==> src/rtl/ddr_wr_packer.sv <==
// ddr_wr_packer: packs RGB565 pixels into DDR words, queues {addr,data} in a small FIFO and
// issues single-beat writes over wr_req/wr_busy/wr_done. Define DDR_WR_DOUBLE_BUF_EN for double buffering.
module ddr_wr_packer #(
    parameter int unsigned       PIX_W       = 16,
    parameter int unsigned       WORD_W      = 256,
    parameter int unsigned       ADDR_W      = 28,
    parameter logic [ADDR_W-1:0] FRAME_BASE  = '0,
    parameter int unsigned       FRAME_WORDS = 129600,
    parameter int unsigned       ADDR_STEP   = 8,
    parameter int unsigned       FIFO_DEPTH  = 4
) (
    input  logic              ddr_clk,
    input  logic              rstn,
    input  logic              init_done,
    input  logic              frame_start,
    input  logic              pix_valid,
    input  logic [PIX_W-1:0]  pix_data,
    output logic              wr_req,
    output logic [ADDR_W-1:0] wr_addr,
    output logic [WORD_W-1:0] wr_data,
    input  logic              wr_busy,
    input  logic              wr_done,
    output logic              overflow,
    output logic              frame_done,
    output logic              rd_frame_sel
);
    localparam int unsigned SLOTS = WORD_W / PIX_W;
    localparam int unsigned PC_W  = $clog2(SLOTS);
    localparam int unsigned WC_W  = $clog2(FRAME_WORDS + 1);
    localparam int unsigned PTR_W = $clog2(FIFO_DEPTH);

    typedef enum logic [1:0] {S_IDLE, S_REQ, S_WAIT} state_t;

    state_t            r_state;
    logic [WORD_W-1:0] r_pack;
    logic [PC_W-1:0]   r_pack_cnt;
    logic [WC_W-1:0]   r_word_cnt;
    logic [ADDR_W-1:0] r_cur_addr;
    logic [PTR_W:0]    r_wptr;
    logic [PTR_W:0]    r_rptr;
    logic [ADDR_W-1:0] r_fifo_addr [FIFO_DEPTH];
    logic [WORD_W-1:0] r_fifo_data [FIFO_DEPTH];
    logic [FIFO_DEPTH-1:0] r_fifo_last;

    logic              w_pix_acc;
    logic              w_word_done;
    logic              w_last;
    logic              w_full;
    logic              w_empty;
    logic              w_push;
    logic              w_pop;
    logic              w_drop;
    logic [PTR_W-1:0]  w_widx;
    logic [PTR_W-1:0]  w_ridx;
    logic [WORD_W-1:0] w_word;
    logic [ADDR_W-1:0] w_base_next;

    assign w_widx  = r_wptr[PTR_W-1:0];
    assign w_ridx  = r_rptr[PTR_W-1:0];
    assign w_empty = (r_wptr == r_rptr);
    assign w_full  = (r_wptr[PTR_W] != r_rptr[PTR_W]) && (w_widx == w_ridx);

    // Once the frame's word budget is used up, pixels are ignored until the next frame_start.
    assign w_pix_acc   = pix_valid && init_done &&
                         (frame_start || (r_word_cnt < WC_W'(FRAME_WORDS)));
    assign w_word_done = w_pix_acc && !frame_start && (r_pack_cnt == PC_W'(SLOTS - 1));
    assign w_last      = (r_word_cnt == WC_W'(FRAME_WORDS - 1));
    assign w_pop       = ((r_state == S_REQ) && wr_busy && wr_done) ||
                         ((r_state == S_WAIT) && wr_done);
    assign w_push      = w_word_done && (!w_full || w_pop);
    assign w_drop      = w_word_done && w_full && !w_pop;

    always_comb begin
        w_word = r_pack;
        w_word[WORD_W-1 -: PIX_W] = pix_data;
    end

`ifdef DDR_WR_DOUBLE_BUF_EN
    localparam logic [ADDR_W-1:0] BASE1 = FRAME_BASE + ADDR_W'(FRAME_WORDS * ADDR_STEP);

    logic                  r_wbuf;
    logic                  r_started;
    logic                  w_buf_next;
    logic [FIFO_DEPTH-1:0] r_fifo_buf;

    // The first frame after reset lands in buffer 0; every later frame_start flips buffers.
    assign w_buf_next  = r_started ? ~r_wbuf : r_wbuf;
    assign w_base_next = w_buf_next ? BASE1 : FRAME_BASE;

    always_ff @(posedge ddr_clk or negedge rstn) begin
        if (!rstn) begin
            r_wbuf    <= 1'b0;
            r_started <= 1'b0;
        end else if (frame_start) begin
            r_wbuf    <= w_buf_next;
            r_started <= 1'b1;
        end
    end

    always_ff @(posedge ddr_clk) begin
        if (w_push) begin
            r_fifo_buf[w_widx] <= r_wbuf;
        end
    end

    always_ff @(posedge ddr_clk or negedge rstn) begin
        if (!rstn) begin
            rd_frame_sel <= 1'b0;
        end else if (w_pop && r_fifo_last[w_ridx]) begin
            rd_frame_sel <= r_fifo_buf[w_ridx];
        end
    end
`else
    assign w_base_next  = FRAME_BASE;
    assign rd_frame_sel = 1'b0;
`endif

    // Pixel packing, frame address generation and sticky overflow.
    always_ff @(posedge ddr_clk or negedge rstn) begin
        if (!rstn) begin
            r_pack     <= '0;
            r_pack_cnt <= '0;
            r_word_cnt <= '0;
            r_cur_addr <= FRAME_BASE;
            overflow   <= 1'b0;
        end else if (frame_start) begin
            r_word_cnt <= '0;
            r_cur_addr <= w_base_next;
            overflow   <= 1'b0;
            if (w_pix_acc) begin
                r_pack[PIX_W-1:0] <= pix_data;
                r_pack_cnt        <= PC_W'(1);
            end else begin
                r_pack_cnt <= '0;
            end
        end else if (w_pix_acc) begin
            r_pack[32'(r_pack_cnt) * PIX_W +: PIX_W] <= pix_data;
            r_pack_cnt <= r_pack_cnt + PC_W'(1);
            if (w_word_done) begin
                r_cur_addr <= r_cur_addr + ADDR_W'(ADDR_STEP);
                r_word_cnt <= r_word_cnt + WC_W'(1);
                if (w_drop) begin
                    overflow <= 1'b1;
                end
            end
        end
    end

    always_ff @(posedge ddr_clk) begin
        if (w_push) begin
            r_fifo_addr[w_widx] <= r_cur_addr;
            r_fifo_data[w_widx] <= w_word;
            r_fifo_last[w_widx] <= w_last;
        end
    end

    always_ff @(posedge ddr_clk or negedge rstn) begin
        if (!rstn) begin
            r_wptr <= '0;
            r_rptr <= '0;
        end else begin
            if (w_push) r_wptr <= r_wptr + (PTR_W+1)'(1);
            if (w_pop)  r_rptr <= r_rptr + (PTR_W+1)'(1);
        end
    end

    // Write FSM: the head entry stays in the FIFO until its wr_done.
    always_ff @(posedge ddr_clk or negedge rstn) begin
        if (!rstn) begin
            r_state    <= S_IDLE;
            wr_req     <= 1'b0;
            wr_addr    <= '0;
            wr_data    <= '0;
            frame_done <= 1'b0;
        end else begin
            frame_done <= w_pop && r_fifo_last[w_ridx];
            case (r_state)
                S_IDLE: begin
                    if (!w_empty) begin
                        wr_addr <= r_fifo_addr[w_ridx];
                        wr_data <= r_fifo_data[w_ridx];
                        wr_req  <= 1'b1;
                        r_state <= S_REQ;
                    end
                end
                S_REQ: begin
                    if (wr_busy) begin
                        wr_req  <= 1'b0;
                        r_state <= wr_done ? S_IDLE : S_WAIT;
                    end
                end
                S_WAIT: begin
                    if (wr_done) begin
                        r_state <= S_IDLE;
                    end
                end
                default: begin
                    wr_req  <= 1'b0;
                    r_state <= S_IDLE;
                end
            endcase
        end
    end

endmodule

==> config.mk <==
export PLATFORM = sky130hd
export DESIGN_NAME = ddr_wr_packer
export DESIGN_NICKNAME = d
export VERILOG_FILES = /design/src/rtl/ddr_wr_packer.sv
export SDC_FILE = /design/constraint.sdc
export NUM_CORES = 2
export LEC_CHECK = 0
export CAP_MARGIN = 20
export CORE_MARGIN = 2
export CORE_UTILIZATION = 25
export CTS_CLUSTER_SIZE = 24
export DETAILED_ROUTE_END_ITERATION = 7
export PLACE_DENSITY = 0.4
export SKIP_CTS_REPAIR_TIMING = 1
export SLEW_MARGIN = 30
export SYNTH_ARGS = -nofsm -noshare
export SYNTH_HDL_FRONTEND = slang
export SYNTH_SLANG_ARGS = --single-unit
==> constraint.sdc <==
create_clock -name ddr_clk -period 21.6 [get_ports ddr_clk]
set_clock_uncertainty 0.2 [all_clocks]
set_input_delay 4.32 -clock ddr_clk [delete_from_list [all_inputs] [get_ports ddr_clk]]
set_output_delay 4.32 -clock ddr_clk [all_outputs]
set_load 0.02 [all_outputs]
Word-level counts from Yosys, hierarchy flattened. Memories as Yosys holds them, arrays and structs flattened. A register that Yosys moved wholly into a read port is not among the register bits. Index checks and enable logic that the tools add are counted.

Bitwise logic cells: 3. Shift-type cells: 2. Reductions and logical operators: 31. Multiplexer cells: 32. Order comparisons: 4. Equality and inequality tests: 10. Add/sub/neg operators: 6.

Operators by type and width (number): $bwmux W256 (1); $shift A16 B34 Y256 const A (1); $shiftx A16 B34 Y256 (1); $mux W28 (3); $mux W17 (3); $mux W16 (3); $neg A8 Y34 (1); $add A28 B4 Y28 const B (1); $add A17 B1 Y17 const B (1); $eq A17 B17 Y1 const B (1); $lt A17 B17 Y1 const B (1); $logic_and A1 B1 Y1 (13); $mux W1 (11); $reduce_and A3 Y1 (3); $mux W2 (4); $mux W4 (2); $add A3 B1 Y3 const B (2); $lt A2 B3 Y1 const B (2); $ne A2 B2 Y1 const B (3); $pmux W2 S3 (1); $reduce_and A2 Y1 (3); $reduce_bool A2 Y1 (3); $logic_not A1 Y1 (5); $add A4 B1 Y4 const B (1); other kinds (14) (18).

Input bits: 23. Bits in registers: 320. Output and inout port bits: 288. RAM bits: 1136. Memories: 2.

Memories: r_fifo_data (words 4, bits a word 256, read ports 1, clocked after memory_dff 1, write ports 1, line 42) `logic [WORD_W-1:0] r_fifo_data [FIFO_DEPTH];`; r_fifo_addr (words 4, bits a word 28, read ports 1, clocked after memory_dff 1, write ports 1, line 41) `logic [ADDR_W-1:0] r_fifo_addr [FIFO_DEPTH];`.

Longest topological paths before layout.
Word-level depth: 11. Gate-level depth with buffers: 10. Depth with buffers taken out: 7.

Worst setup path before layout. OpenSTA, ideal clock, no wires.

Path kind: input-to-reg. From: in pix_valid. To: mem r_fifo_addr[3][10] (enable). Cell stages on the path: 5. Arrival: 11893 ps. Path slack: 8827 ps. Cells stage by stage: nand2_1 or2_2 clkbuf_1 a311oi_1 and2_1.

Longest elaborated chain between the ends: 7.

Ends and longest elaborated chain: start: declaration (line 16) `input logic pix_valid,`; $logic_and A1 B1 Y1 (2 in series) (line 64) `assign w_pix_acc = pix_valid && init_done &&`; $logic_and A1 B1 Y1 (2 in series) (line 66) `assign w_word_done = w_pix_acc && !frame_start && (r_pack_cnt == PC_W'(SLOTS - 1));`; $logic_and A1 B1 Y1 (line 70) `assign w_push = w_word_done && (!w_full || w_pop);`; $mux W1 (line 150) `if (w_push) begin`; $mux W1 (not written as such) (line 151) `r_fifo_addr[w_widx] <= r_cur_addr;`; end: declaration (line 41).

Every way passes these cells.

Worst setup path after layout.
From: in init_done. To: mem r_fifo_data[2][26] (enable).

Longest elaborated chain between the ends: 7.

Ends and longest elaborated chain: start: declaration (line 14) `input logic init_done,`; $logic_and A1 B1 Y1 (2 in series) (line 64); $logic_and A1 B1 Y1 (2 in series) (line 66); $logic_and A1 B1 Y1 (line 70); $mux W1 (line 150); $mux W1 (not written as such) (line 152) `r_fifo_data[w_widx] <= w_word;`; end: declaration (line 42).

Every way passes these cells.

==> metrics.txt <==
Internal=about 6.7 mW; FF-to-FF Start=r_pack_cnt[0]$_DFFE_PN0P_; share of the synthesized area in the top cell type=a little over half; slowest cell on the critical path=buf_4; gr usage total=approximately an eighth; Nets=between 3000 and 4000; top cells by area, synth=edfxtp_1, dfrtp_1, mux4_2; VDD IR-drop max=80.0 uV; largest buffer count on any clock path=3; Iteration-0 DRC Markers=between 2000 and 2500; area of the multi-input gates=between 10000 and 15000 um2; fill count=24500; TritonCTS clock tree=built; Top Ports=between 300 and 400; vias post-DR=between 30000 and 40000; Hold Path Cell Cnt=0; Fmax=between 100 and 150 MHz; vias per std cell=approximately 4.3; worst skew pair latency=830 ps; CP Class=in2reg; RePlAce Congestion=between 0.6 and 0.7; crit-path cells=clkdlybuf4s50_1, nand2_1, or2_2, a311oi_1, and2_4, buf_4, buf_4, buf_4; Flop pwr share=between 40% and 50%; final setup violation count=0; total gr overflow=0; pin count of the biggest net entering global routing=between 100 and 150; Startpoint Class=input pin; overall power=~9.4 mW; FFs w/ async S/R, synth=33.9%; largest area contributor in the netlist=edfxtp_1; number of flops mapped to enable cells by yosys=1128; fin crit share=42.5%; Most used DFF post-synth=edfxtp_1; Core Area=between 200000 and 300000 um2; first-pass GRT wire length=roughly 240 mm; WL/cell=between 20 and 25 um; power density cells=about 120 nW/um2; Reg2Reg Setup Slack=around 16000 ps; Cell variety after synth=57; Hold Path Origin=r_pack[145]$_DFFE_PN0P_; Crit path largest cell delay=approximately 800 ps; critical path capture point type=flip-flop; vias in the first global route=around 31000; register area share after synthesis=between 70% and 80%; Max-slew headroom=between 30% and 40%; most used cell, CP=buf_4; hold path endpoint=r_fifo_data[3][145]$_DFFE_PP_; share of cells above drive strength 1=between 30% and 40%; Psw=about 2.7 mW; Final Hold Viols=0; max_cap viols=0; initial cell density of the core=around 25%; WL final=169 mm; combinational fraction of design power=23.9%; Worst Path Buf+Inv=4; Worst Path Required=roughly 22000 ps; Hold Crit Class=reg2reg; root buf cell=clkbuf_16; Worst-Margin Slew=1020 ps; Reg area=approximately 48000 um2; Yosys Warn Count=0; Worst Path Max Fanout=52; H-tree levels=4; status=finished, final reports clean; count leader, synth=edfxtp_1; die width=roughly 500 um; Die Y=around 500 um; row count=184; max-slew violations=0; Worst Path Arrival=9410 ps; R2R cell count=8; remaining routing DRC violations=0; RSZ-0062 raised after global routing=no; antenna violations before repair=26; CTS sink count=around 1700; Mapped Area=~63000 um2; #FFs+latches synth=between 1500 and 2000; Clock power frac=approximately a third; Sw Ratio=28.6%; worst r2r dst=r_fifo_data[2][26]$_DFFE_PP_; DP HPWL=97.5 mm; setup TNS=0 ps; Min Clock Period, post-route=a little over 9000 ps; Routed Antenna Nets=0; P_leak=28.4 nW; Area Growth Syn to Fin=21.3%; Syn Inst Count=roughly 3000; Post-synth top cells=edfxtp_1, dfrtp_1, mux2_2; Crit path max-delay family=buffers and inverters; syn avg cell area=20.5 um2; DRT Pass-1 Iters=5; Buffers on Ports=about 300; CTS buffer count=between 150 and 200; Worst-path clk slew=approximately 60 ps; Die ar.=around 260000 um2
[power groups by stage]
stage               logic [mW]  registers (mW)  clock network (mW)
global placement          2.31            4.05                   0
floorplan                 1.07            4.24                   0
global route              2.39            4.01                3.39
detailed placement        2.32            4.04                   0
finish                    2.24            3.97                3.15
CTS                       2.32            3.98                3.26
[state kept, by name (all words and copies together), names as in the netlist, 3 cells and up]
register	count
r_pack	240
wr_addr	25
r_fifo_data	1024
r_word_cnt	17
r_cur_addr	25
r_wptr	3
r_fifo_addr	100
wr_data	256
r_fifo_last	4
r_pack_cnt	4
r_rptr	3
[area by class of cell]
cell class / count / share of cell area (%)
multi-input combinational: 1191 / 18.5
antenna: 7 / 0.0228
clock inverter: 56 / 0.685
inverter: 34 / 0.166
sequential: 1706 / 63.1
timing repair buffer: 381 / 4.85
clock buffer: 305 / 7.26
tap: 3348 / 5.46
[metal layers]
layer | vias up | GRT usage (%) | share of wire (%)
li1 | 13000 | - | -
met1 | 16100 | 18.6 | 46
met2 | 751 | 20.3 | 46
met3 | 218 | 2.79 | 5.5
met4 | 0 | 3.04 | 2.0
met5 | - | 0 | 0
[how the worst max path moves through the flow]
stage	startpoint	slack, ps	endpoint	cells past startpoint
floorplan	pix_valid	8830	r_fifo_addr[3][10]$_DFFE_PP_	5
global placement	pix_valid	11420	r_fifo_data[2][201]$_DFFE_PP_	8
detailed placement	init_done	11400	r_fifo_data[2][221]$_DFFE_PP_	8
CTS	init_done	12300	r_fifo_data[2][26]$_DFFE_PP_	8
global route	init_done	12030	r_fifo_data[2][222]$_DFFE_PP_	8
finish	init_done	12420	r_fifo_data[2][26]$_DFFE_PP_	8
[worst register-to-register path, stage by stage, from the launching register on]
cell and delay [ps]:
dfrtp_1 570, ha_1 240, nand3_1 150, or2_2 480, a311oi_1 770, and2_4 630
buf_4 680, buf_4 820, buf_4 820
[cell families (layout without fill, tap and decap cells)]
group,after synthesis,after routing,share of synthesized area (%)
compound gates,99,99,0.924
xor+xnor,40,40,0.554
fa+ha+maj,10,10,0.198
buf+inv,191,776,1.22
flops,1706,1706,76.5
mux,747,747,18.3
other cells,1,11,0.00593
simple gates,291,291,2.33
[through the flow]
stage	hold WS, ps	area, um2	instances	setup WS (ps)	utilization [%]
floorplan	261	63200	3088	8830	-
global placement	289	70400	6656	11420	28.0
detailed placement	293	70500	6657	11400	28.0
CTS	300	76600	7018	12300	30.5
global route	321	76700	7022	12030	30.5
finish	301	76700	7028	12420	30.5
[cells in the final DEF (no fill, tap or decap), types with 27 or more instances in the layout]
master,n
clkdlybuf4s50_1,288
clkbuf_16,197
nand3_1,34
buf_4,64
mux4_2,282
dfrtp_1,576
o21ai_0,55
nand2_1,99
edfxtp_1,1128
nor2_1,48
inv_1,34
mux2_2,464
clkbuf_1,85
xnor2_1,27
Power figures use the tool's default switching activity.
